## src/rtl/dbg_mem_arbiter_pkg.sv

```systemverilog
// dbg_mem_arbiter_pkg: shared owner encoding and default sizes for the debug memory arbiter
// No ports; imported by dbg_mem_arbiter and btn_debounce.
package dbg_mem_arbiter_pkg;
    localparam int AW_DEF = 8;
    localparam int DW_DEF = 32;
    typedef enum logic [1:0] {
        OWN_NONE = 2'd0,
        OWN_CPU  = 2'd1,
        OWN_DBG  = 2'd2
    } owner_t;
endpackage

```

## src/rtl/dbg_mem_arbiter_btn_debounce.sv

```systemverilog
// btn_debounce: 2-flop synchronizer, stability counter and rising-edge pulse for a push button
// Ports:
//   i_clk     clock
//   i_rst_n   asynchronous active-low reset
//   i_button  raw asynchronous button level
//   o_rise    one-cycle pulse when the debounced level goes 0 -> 1
module btn_debounce
    import dbg_mem_arbiter_pkg::*;
#(
    parameter int DB_CYCLES = 1000000
) (
    input  logic i_clk,
    input  logic i_rst_n,
    input  logic i_button,
    output logic o_rise
);
    localparam int CW = DB_CYCLES > 1 ? $clog2(DB_CYCLES) : 1;
    localparam logic [CW-1:0] CMAX = CW'(DB_CYCLES - 1);
    logic [1:0]    r_sync;
    logic          r_level;
    logic          r_rise;
    logic [CW-1:0] r_cnt;
    logic          w_flip;
    // level flips on the DB_CYCLES-th consecutive cycle of disagreement
    assign w_flip = (r_sync[1] != r_level) && (r_cnt == CMAX);
    assign o_rise = r_rise;
    always_ff @(posedge i_clk or negedge i_rst_n) begin
        if (!i_rst_n) begin
            r_sync  <= '0;
            r_level <= 1'b0;
            r_rise  <= 1'b0;
            r_cnt   <= '0;
        end else begin
            r_sync <= {r_sync[0], i_button};
            r_rise <= w_flip && r_sync[1];
            if (r_sync[1] == r_level) begin
                r_cnt <= '0;
            end else if (w_flip) begin
                r_level <= r_sync[1];
                r_cnt   <= '0;
            end else begin
                r_cnt <= r_cnt + 1'b1;
            end
        end
    end
endmodule

```

## src/rtl/dbg_mem_arbiter.sv

```systemverilog
// dbg_mem_arbiter: shares the single-port data RAM between the CPU port and a button-driven debug reader
// Optional starvation guard enabled by defining ARB_STARVE_GUARD_EN.
// Ports:
//   i_clk, i_rst_n                        clock, asynchronous active-low reset
//   i_cpu_req/we/addr/wdata               CPU access request
//   o_cpu_gnt, o_cpu_rdata, o_cpu_rvalid  CPU grant (combinational) and read return
//   i_button, i_ram_sel                   raw button, display half select
//   o_mem_en/we/addr/wdata, i_mem_rdata   RAM port (1-cycle read latency)
//   o_out                                 16-bit display value
module dbg_mem_arbiter
    import dbg_mem_arbiter_pkg::*;
#(
    parameter int AW        = AW_DEF,
    parameter int DW        = DW_DEF,
    parameter int DB_CYCLES = 1000000,
    parameter int MAX_WAIT  = 15
) (
    input  logic          i_clk,
    input  logic          i_rst_n,
    input  logic          i_cpu_req,
    input  logic          i_cpu_we,
    input  logic [AW-1:0] i_cpu_addr,
    input  logic [DW-1:0] i_cpu_wdata,
    output logic          o_cpu_gnt,
    output logic [DW-1:0] o_cpu_rdata,
    output logic          o_cpu_rvalid,
    input  logic          i_button,
    input  logic          i_ram_sel,
    output logic          o_mem_en,
    output logic          o_mem_we,
    output logic [AW-1:0] o_mem_addr,
    output logic [DW-1:0] o_mem_wdata,
    input  logic [DW-1:0] i_mem_rdata,
    output logic [15:0]   o_out
);
    logic          w_rise;
    logic          w_starve;
    logic          w_dbg_win;
    logic          w_cpu_win;
    logic [AW-1:0] r_dbg_addr;
    logic          r_pend;
    owner_t        r_owner;
    logic [DW-1:0] r_word;

    btn_debounce #(.DB_CYCLES(DB_CYCLES)) u_db (
        .i_clk    (i_clk),
        .i_rst_n  (i_rst_n),
        .i_button (i_button),
        .o_rise   (w_rise)
    );

`ifdef ARB_STARVE_GUARD_EN
    localparam int WW = $clog2(MAX_WAIT + 1);
    logic [WW-1:0] r_wait;
    // never passes MAX_WAIT: reaching it forces the debug grant, which clears it
    always_ff @(posedge i_clk or negedge i_rst_n) begin
        if (!i_rst_n)
            r_wait <= '0;
        else if (w_dbg_win)
            r_wait <= '0;
        else if (r_pend && w_cpu_win)
            r_wait <= r_wait + 1'b1;
    end
    assign w_starve = r_wait == WW'(MAX_WAIT);
`else
    assign w_starve = MAX_WAIT < 0;
`endif

    assign w_dbg_win    = r_pend && (!i_cpu_req || w_starve);
    assign w_cpu_win    = i_cpu_req && !w_dbg_win;
    assign o_cpu_gnt    = w_cpu_win;
    assign o_mem_en     = w_dbg_win || w_cpu_win;
    assign o_mem_we     = w_cpu_win && i_cpu_we;
    assign o_mem_addr   = w_dbg_win ? r_dbg_addr : i_cpu_addr;
    assign o_mem_wdata  = i_cpu_wdata;
    assign o_cpu_rdata  = i_mem_rdata;
    assign o_cpu_rvalid = r_owner == OWN_CPU;
    assign o_out        = i_ram_sel ? r_word[31:16] : r_word[15:0];

    always_ff @(posedge i_clk or negedge i_rst_n) begin
        if (!i_rst_n) begin
            r_dbg_addr <= '0;
            r_pend     <= 1'b0;
            r_owner    <= OWN_NONE;
            r_word     <= '0;
        end else begin
            // a new press outranks the clear so the newest address is still read
            if (w_rise) begin
                r_pend     <= 1'b1;
                r_dbg_addr <= r_dbg_addr + 1'b1;
            end else if (w_dbg_win) begin
                r_pend <= 1'b0;
            end
            r_owner <= w_dbg_win ? OWN_DBG : (w_cpu_win && !i_cpu_we) ? OWN_CPU : OWN_NONE;
            if (r_owner == OWN_DBG)
                r_word <= i_mem_rdata;
        end
    end
endmodule

```

## config.mk

```make
export PLATFORM = sky130hd
export DESIGN_NAME = dbg_mem_arbiter
export DESIGN_NICKNAME = d
export VERILOG_FILES = /design/src/rtl/dbg_mem_arbiter_pkg.sv /design/src/rtl/dbg_mem_arbiter_btn_debounce.sv /design/src/rtl/dbg_mem_arbiter.sv
export SDC_FILE = /design/constraint.sdc
export NUM_CORES = 1
export LEC_CHECK = 0
export BUFFER_PORTS_ARGS = -buffer_cell sky130_fd_sc_hd__buf_2
export CAP_MARGIN = 20
export CORE_MARGIN = 1
export CORE_UTILIZATION = 48
export DETAILED_ROUTE_END_ITERATION = 10
export GPL_TIMING_DRIVEN = 0
export PLACE_DENSITY = 0.81
export RECOVER_POWER = 100
export SKIP_CTS_REPAIR_TIMING = 1
export SYNTH_ARGS = -nofsm -noshare
export SYNTH_HDL_FRONTEND = slang
export SYNTH_HIERARCHICAL = 1
export SYNTH_SLANG_ARGS = --single-unit
```

## constraint.sdc

```tcl
create_clock -name i_clk -period 2.2 [get_ports i_clk]
set_input_delay 0.33 -clock i_clk [delete_from_list [all_inputs] [get_ports i_clk]]
set_output_delay 0.33 -clock i_clk [all_outputs]
set_load 0.1 [all_outputs]
```

==> impl_metrics.py, run 1 <==
metrics = {
    "setup_path": {
        "cp_data_required_time_ns": 2.42,
        "cp.arrival_ns": 2.23,
        "crit_path_start_kind": "register",
        "crit_type": "reg -> reg",
        "path_max_fanout": 10,
        "worstSetupEndpointType": "register",
        "r2r_setup_slack_ns": 0.19,
    },
    "job": {
        "max-cap-violations": 1,
    },
    "drt": {
        "drt_iter0_markers": 81,
        "via_per_inst": 4.83,
        "drtPass1Iterations": 4,
        "drt_wl_total_mm": 7.39,
        "num_vias": 2686,
        "post_drt_wl_per_cell_um": 13.3,
        "antenna_left": 0,
        "drc_errors": 0,
    },
    "logic_synthesis": {
        "ys_ff_latch": 67,
        "synth_edf_count": 0,
        "synthCells": 305,
        "synthesis.nets": 385,
        "synth.avg_cell_area_um2": 12.4,
        "ys_types": 43,
        "yosys_most_used_dff": "dfrtp_1",
        "async_reset_ff_frac": 1.00,
        "ys_warn_count": 6,
        "synth_seq_area_share": 0.444,
        "netlist_area_um2": 3770,
    },
    "place": {
        "gp_congestion": 0.794,
        "numPortBuffers": 136,
        "hpwl_mm": 5.42,
    },
    "final_layout": {
        "layout.nets": 532,
        "drive_gt1_frac": 0.422,
        "final_util": 0.610,
        "mostFrequentLayoutCell": "clkbuf_1",
        "synthToLayoutAreaGrowth_pct": 19.8,
        "layout_common_cells": "clkbuf_1, buf_4, dfrtp_1, buf_2",
        "diodes": 0,
    },
    "global_routing": {
        "grt_pass1_vias": 2574,
        "antenna_found_initial": 0,
        "grt_pass1_wl_mm": 12.0,
        "grtUsageTotal": 0.185,
        "grt_overflow": 0,
        "grt_max_degree": 68,
    },
    "run_status": {
        "violations": "capacitance limit, slew limit",
        "status": "finished with violations",
    },
    "die": {
        "die_h_um": 90.7,
        "core-area_um2": 7410,
        "initial_utilization": 0.509,
        "rows": 31,
        "fp.dieArea_um2": 8220,
        "fp.dieW_um": 90.7,
        "io_pins": 170,
    },
    "sta": {
        "rsz0062_at_grt": "no",
        "worstMarginPinSlew_ns": 1.61,
        "fin_crit_sh": 0.914,
        "period_minus_slack_ns": 2.01,
        "timing.hold.ws_ns": 0.105,
        "finalSetupViolCount": 0,
        "relSlewSlack": -0.0742,
        "setup_tns_ns": 0,
        "slew_viol_final": 68,
        "hold_viol_final": 0,
        "fmax_mhz": 497,
        "fin_worst_skew_ns": 0.00569,
    },
    "min_path": {
        "hold_class": "in -> reg",
    },
    "clock_network": {
        "ctsHtreeMaxLevel": 3,
        "clock_tree.root_cell": "clkbuf_8",
        "cts.sinks": 67,
        "cts_tree": "yes",
        "cts-buffers-inserted": 9,
        "clk_pin_slew_worst_paths_ns": 0.07,
        "clkLatencyLatePin_ns": 0.33,
        "clk_path_buf_depth": 2,
    },
    "pwr": {
        "ir_drop_mv": 0.316,
        "p_per_area_nw_per_um2": 670,
        "leakagePower_uw": 0.00231,
        "p_total_uw": 3030,
    },
}
-- through the flow --
stage | std cells | setup slack, ns | instance area (um^2)
after floorplan | 305 | 0.407 | 3770
after global placement | 540 | 0.235 | 4580
after detailed placement | 540 | 0.231 | 4580
after CTS | 556 | 0.202 | 4770
after global routing | 556 | 0.0761 | 4520
final | 556 | 0.189 | 4520
-- critical path, stage by stage (launching register included) --
cell	delay (ns)
dfrtp_1	0.42
nor4_1	0.34
nand4_2	0.19
o41ai_4	0.59
buf_4	0.29
nor2_1	0.07
-- Yosys cell counts (2+ instances only) --
| master | instances | area (um^2) |
|---|---|---|
| dfrtp_1 | 67 | 1680 |
| nand4_1 | 6 | 37.5 |
| nor2_1 | 19 | 71.3 |
| inv_1 | 3 | 11.3 |
| a21oi_1 | 5 | 25.0 |
| mux2_4 | 31 | 465 |
| nor4_2 | 2 | 25.0 |
| nand4_2 | 2 | 25.0 |
| nand3_1 | 5 | 25.0 |
| nand3_2 | 2 | 20.0 |
| nand2_1 | 8 | 30.0 |
| and3_1 | 3 | 18.8 |
| buf_2 | 2 | 10.0 |
| xnor2_1 | 10 | 87.6 |
| buf_4 | 67 | 503 |
| and4_1 | 2 | 17.5 |
| xor2_1 | 11 | 96.3 |
| or4_1 | 3 | 22.5 |
| o31ai_1 | 3 | 22.5 |
| buf_12 | 3 | 60.1 |
| ha_1 | 2 | 25.0 |
| mux2_2 | 27 | 304 |
| nor3_1 | 2 | 10.0 |
-- report_power, final --
group	leakage [uW]	internal (uW)	total, uW	switching [uW]
logic	0.00129	147	789	642
clock network	0.0000991	549	993	444
registers	0.000928	1240	1250	6.31
-- cell families after synthesis --
family / share of synthesized area
buffers and inverters: 0.159
and+or+nand+nor: 0.111
DFF: 0.444
muxes: 0.207
xor gates and xnor gates: 0.0488
AOI/OAI and AO/OA: 0.0232
adders and majority gates: 0.00663
-- per-layer routing --
layer / global-route usage / vias up / share of wire
met5: 0 / - / 0
met4: 0.0685 / 0 / 0.013
met3: 0.0412 / 9 / 0.070
met2: 0.320 / 112 / 0.51
met1: 0.225 / 1289 / 0.40
li1: - / 1276 / -
-- layout make-up --
type / count / area, um^2
fillers: 644 / 2890
flip-flops and latches: 67 / 1680
multi-input cells: 161 / 1390
repair buffers: 136 / 597
plain buffers: 74 / 531
clock buffers: 11 / 141
well taps: 99 / 124
clock inverters: 5 / 52.6
inverters: 3 / 11.3
-- registers in the layout, indices dropped and copies added, names as in the netlist --
signal and cells:
u_db/o_rise 1, r_dbg_addr 8, r_pend 1, u_db/r_sync 2
u_db/r_level 1, r_owner 2, r_word 32, u_db/r_cnt 20
-- final timing paths --
path,start,to,depth (start not counted)
worst max-delay path,u_db/r_cnt[10],u_db/r_cnt[12],5
worst min-delay path,i_button,u_db/r_sync[0],1
worst max register to register,u_db/r_cnt[10],u_db/r_cnt[12],5
worst min register to register,u_db/r_sync[0],u_db/r_sync[1],0
max in group asynchronous,i_rst_n,r_pend,1
min in group asynchronous,i_rst_n,r_word[12],1
No activity file was read; power rests on OpenSTA's default activity.
==> run 2, diff against run 1 <==
--- a/config.mk
+++ b/config.mk
@@ -7,9 +7,9 @@
 export LEC_CHECK = 0
-export BUFFER_PORTS_ARGS = -buffer_cell sky130_fd_sc_hd__buf_2
 export CAP_MARGIN = 20
 export CORE_MARGIN = 1
-export CORE_UTILIZATION = 48
+export CORE_UTILIZATION = 55
 export DETAILED_ROUTE_END_ITERATION = 10
+export DONT_BUFFER_PORTS = 1
 export GPL_TIMING_DRIVEN = 0
-export PLACE_DENSITY = 0.81
+export PLACE_DENSITY = 0.7
 export RECOVER_POWER = 100
--- a/constraint.sdc
+++ b/constraint.sdc
@@ -3,2 +3,2 @@
 set_output_delay 0.33 -clock i_clk [all_outputs]
-set_load 0.1 [all_outputs]
+set_load 0.005 [all_outputs]
==> impl_metrics.py, run 2 (synthesis gave the netlist of run 1 again) <==
metrics = {
    "setup_path": {
        "path_max_fanout": 10,
        "cp.arrival_ns": 2.18,
        "r2r_setup_slack_ns": 0.24,
        "ff2ff_path_depth": 5,
        "cp_data_required_time_ns": 2.42,
        "crit_path_start_kind": "register",
        "crit_type": "reg -> reg",
        "r2r_end": "u_db/r_cnt[16]",
        "worstSetupEndpointType": "register",
        "regToRegStartpoint": "u_db/r_cnt[10]",
    },
    "final_layout": {
        "diodes": 0,
        "mostFrequentLayoutCell": "dfrtp_1",
        "largest_register_ffs": 32,
        "reg.largest.list": "r_word (32), u_db/r_cnt (20), r_dbg_addr (8)",
        "final-seq-area_um2": 1680,
        "drive_gt1_frac": 0.322,
        "layout.nets": 398,
        "regMostFlops": "r_word",
        "fillCellCount": 564,
        "final_cells": 400,
        "synthToLayoutAreaGrowth_pct": 5.07,
        "layout_common_cells": "dfrtp_1, clkbuf_4, mux2_1, nor2_1",
        "multi_input_area_um2": 1380,
    },
    "global_routing": {
        "grt_pass1_vias": 2126,
        "grt_max_degree": 68,
        "grt_overflow": 0,
        "antenna_found_initial": 0,
        "grtUsageTotal": 0.177,
        "grt_pass1_wl_mm": 9.94,
    },
    "run_status": {
        "violations": "DRC",
        "status": "finished with violations",
    },
    "sta": {
        "period_minus_slack_ns": 1.96,
        "finalSetupViolCount": 0,
        "slew_viol_final": 0,
        "timing.final.ws_setup_ns": 0.239,
        "worstMarginPinSlew_ns": 1.45,
        "hold_viol_final": 0,
        "relSlewSlack": 0.0347,
        "fin_worst_skew_ns": 0.00660,
        "fmax_mhz": 510,
        "fin_crit_sh": 0.891,
        "setup_tns_ns": 0,
        "rsz0062_at_grt": "no",
    },
    "clock_network": {
        "cts-buffers-inserted": 9,
        "clkLatencyLatePin_ns": 0.33,
        "clk_pin_slew_worst_paths_ns": 0.07,
        "ctsHtreeMaxLevel": 3,
        "clock_tree.root_cell": "clkbuf_8",
        "clk_path_buf_depth": 2,
        "cts_tree": "yes",
        "cts.sinks": 67,
    },
    "die": {
        "fp.dieArea_um2": 7190,
        "rows": 29,
        "initial_utilization": 0.581,
        "fp.dieW_um": 84.8,
        "io_pins": 170,
        "core-area_um2": 6490,
        "die_h_um": 84.8,
    },
    "min_path": {
        "holdPathStages": 0,
        "hold_end": "u_db/r_sync[0]",
        "hold_class": "in -> reg",
        "hold_path_startpoint": "i_button",
    },
    "drt": {
        "post_drt_wl_per_cell_um": 15.7,
        "drt_iter0_markers": 77,
        "drc_errors": 13,
        "antenna_left": 0,
        "num_vias": 2167,
        "drt_wl_total_mm": 6.26,
        "via_per_inst": 5.42,
        "drtPass1Iterations": 7,
    },
    "place": {
        "gp_congestion": 0.745,
        "pre_cts_ws_ns": 0.237,
        "dp_cells": 382,
        "numPortBuffers": 0,
        "hpwl_mm": 4.48,
    },
    "pwr": {
        "p_per_area_nw_per_um2": 703,
        "leakagePower_uw": 0.00198,
        "ir_drop_mv": 0.456,
        "p_total_uw": 2790,
    },
    "job": {
        "max-cap-violations": 0,
    },
}
run 2: cell count changes in the layout (fill, tap and decap cells not counted), moves of 3 or more:
cell | before | now
bufinv_16 | 1 | 4
clkinv_2 | 3 | 0
mux2_1 | 27 | 41
clkbuf_2 | 27 | 0
buf_2 | 43 | 1
buf_4 | 67 | 1
clkbuf_4 | 0 | 61
mux2_2 | 27 | 13
clkbuf_1 | 74 | 13
run 2: area by class of cell:
cell class | count | area share
timing repair buffer | 2 | 0.00379
clock inverter | 4 | 0.0303
multi-input combinational | 161 | 0.348
sequential | 67 | 0.423
inverter | 3 | 0.00284
clock buffer | 12 | 0.0391
tap | 77 | 0.0243
buffer | 74 | 0.129
run 2: how the worst max path moves through the flow:
stage	cells past startpoint	slack [ns]	to	from
2_1_floorplan	4	0.41	u_db/r_level	u_db/r_cnt[10]
3_3_place_gp	5	0.22	u_db/r_cnt[16]	u_db/r_cnt[10]
3_5_place_dp	5	0.24	u_db/r_cnt[12]	u_db/r_cnt[10]
4_1_cts	5	0.21	u_db/r_cnt[16]	u_db/r_cnt[10]
5_1_grt	5	0.04	u_db/r_cnt[13]	u_db/r_cnt[10]
6_report	5	0.24	u_db/r_cnt[16]	u_db/r_cnt[10]
run 2: power by group:
part	switching [uW]	total (uW)	internal (uW)
Clock	452	1380	931
Sequential	6.18	1240	1240
Combinational	73.1	159	85.7
Total	531	2790	2260
run 2: per-stage QoR:
stage	hold WS (ns)	util	area [um^2]
after CTS	-0.333	0.638	4140
after global placement	0.0358	0.596	3870
after global routing	0.000339	0.610	3960
after floorplan	0.0344	-	3770
after detailed placement	0.0356	0.596	3870
final	0.0251	0.610	3960
run 2: layer usage:
layer  share of wire  wire, um  up-vias  GRT usage
met4           0.013        83        0     0.0647
met2            0.50      3110       86      0.299
li1                -         -     1010          -
met5               0         0        -          0
met1            0.42      2630     1061      0.222
met3           0.069       434       10     0.0428
run 2: worst max-delay path, stage by stage (launching register included):
cell     delay (ns)
dfrtp_1        0.44
nor4_2         0.27
nand4_1        0.20
o41ai_4        0.60
buf_4          0.28
nor2_1         0.06
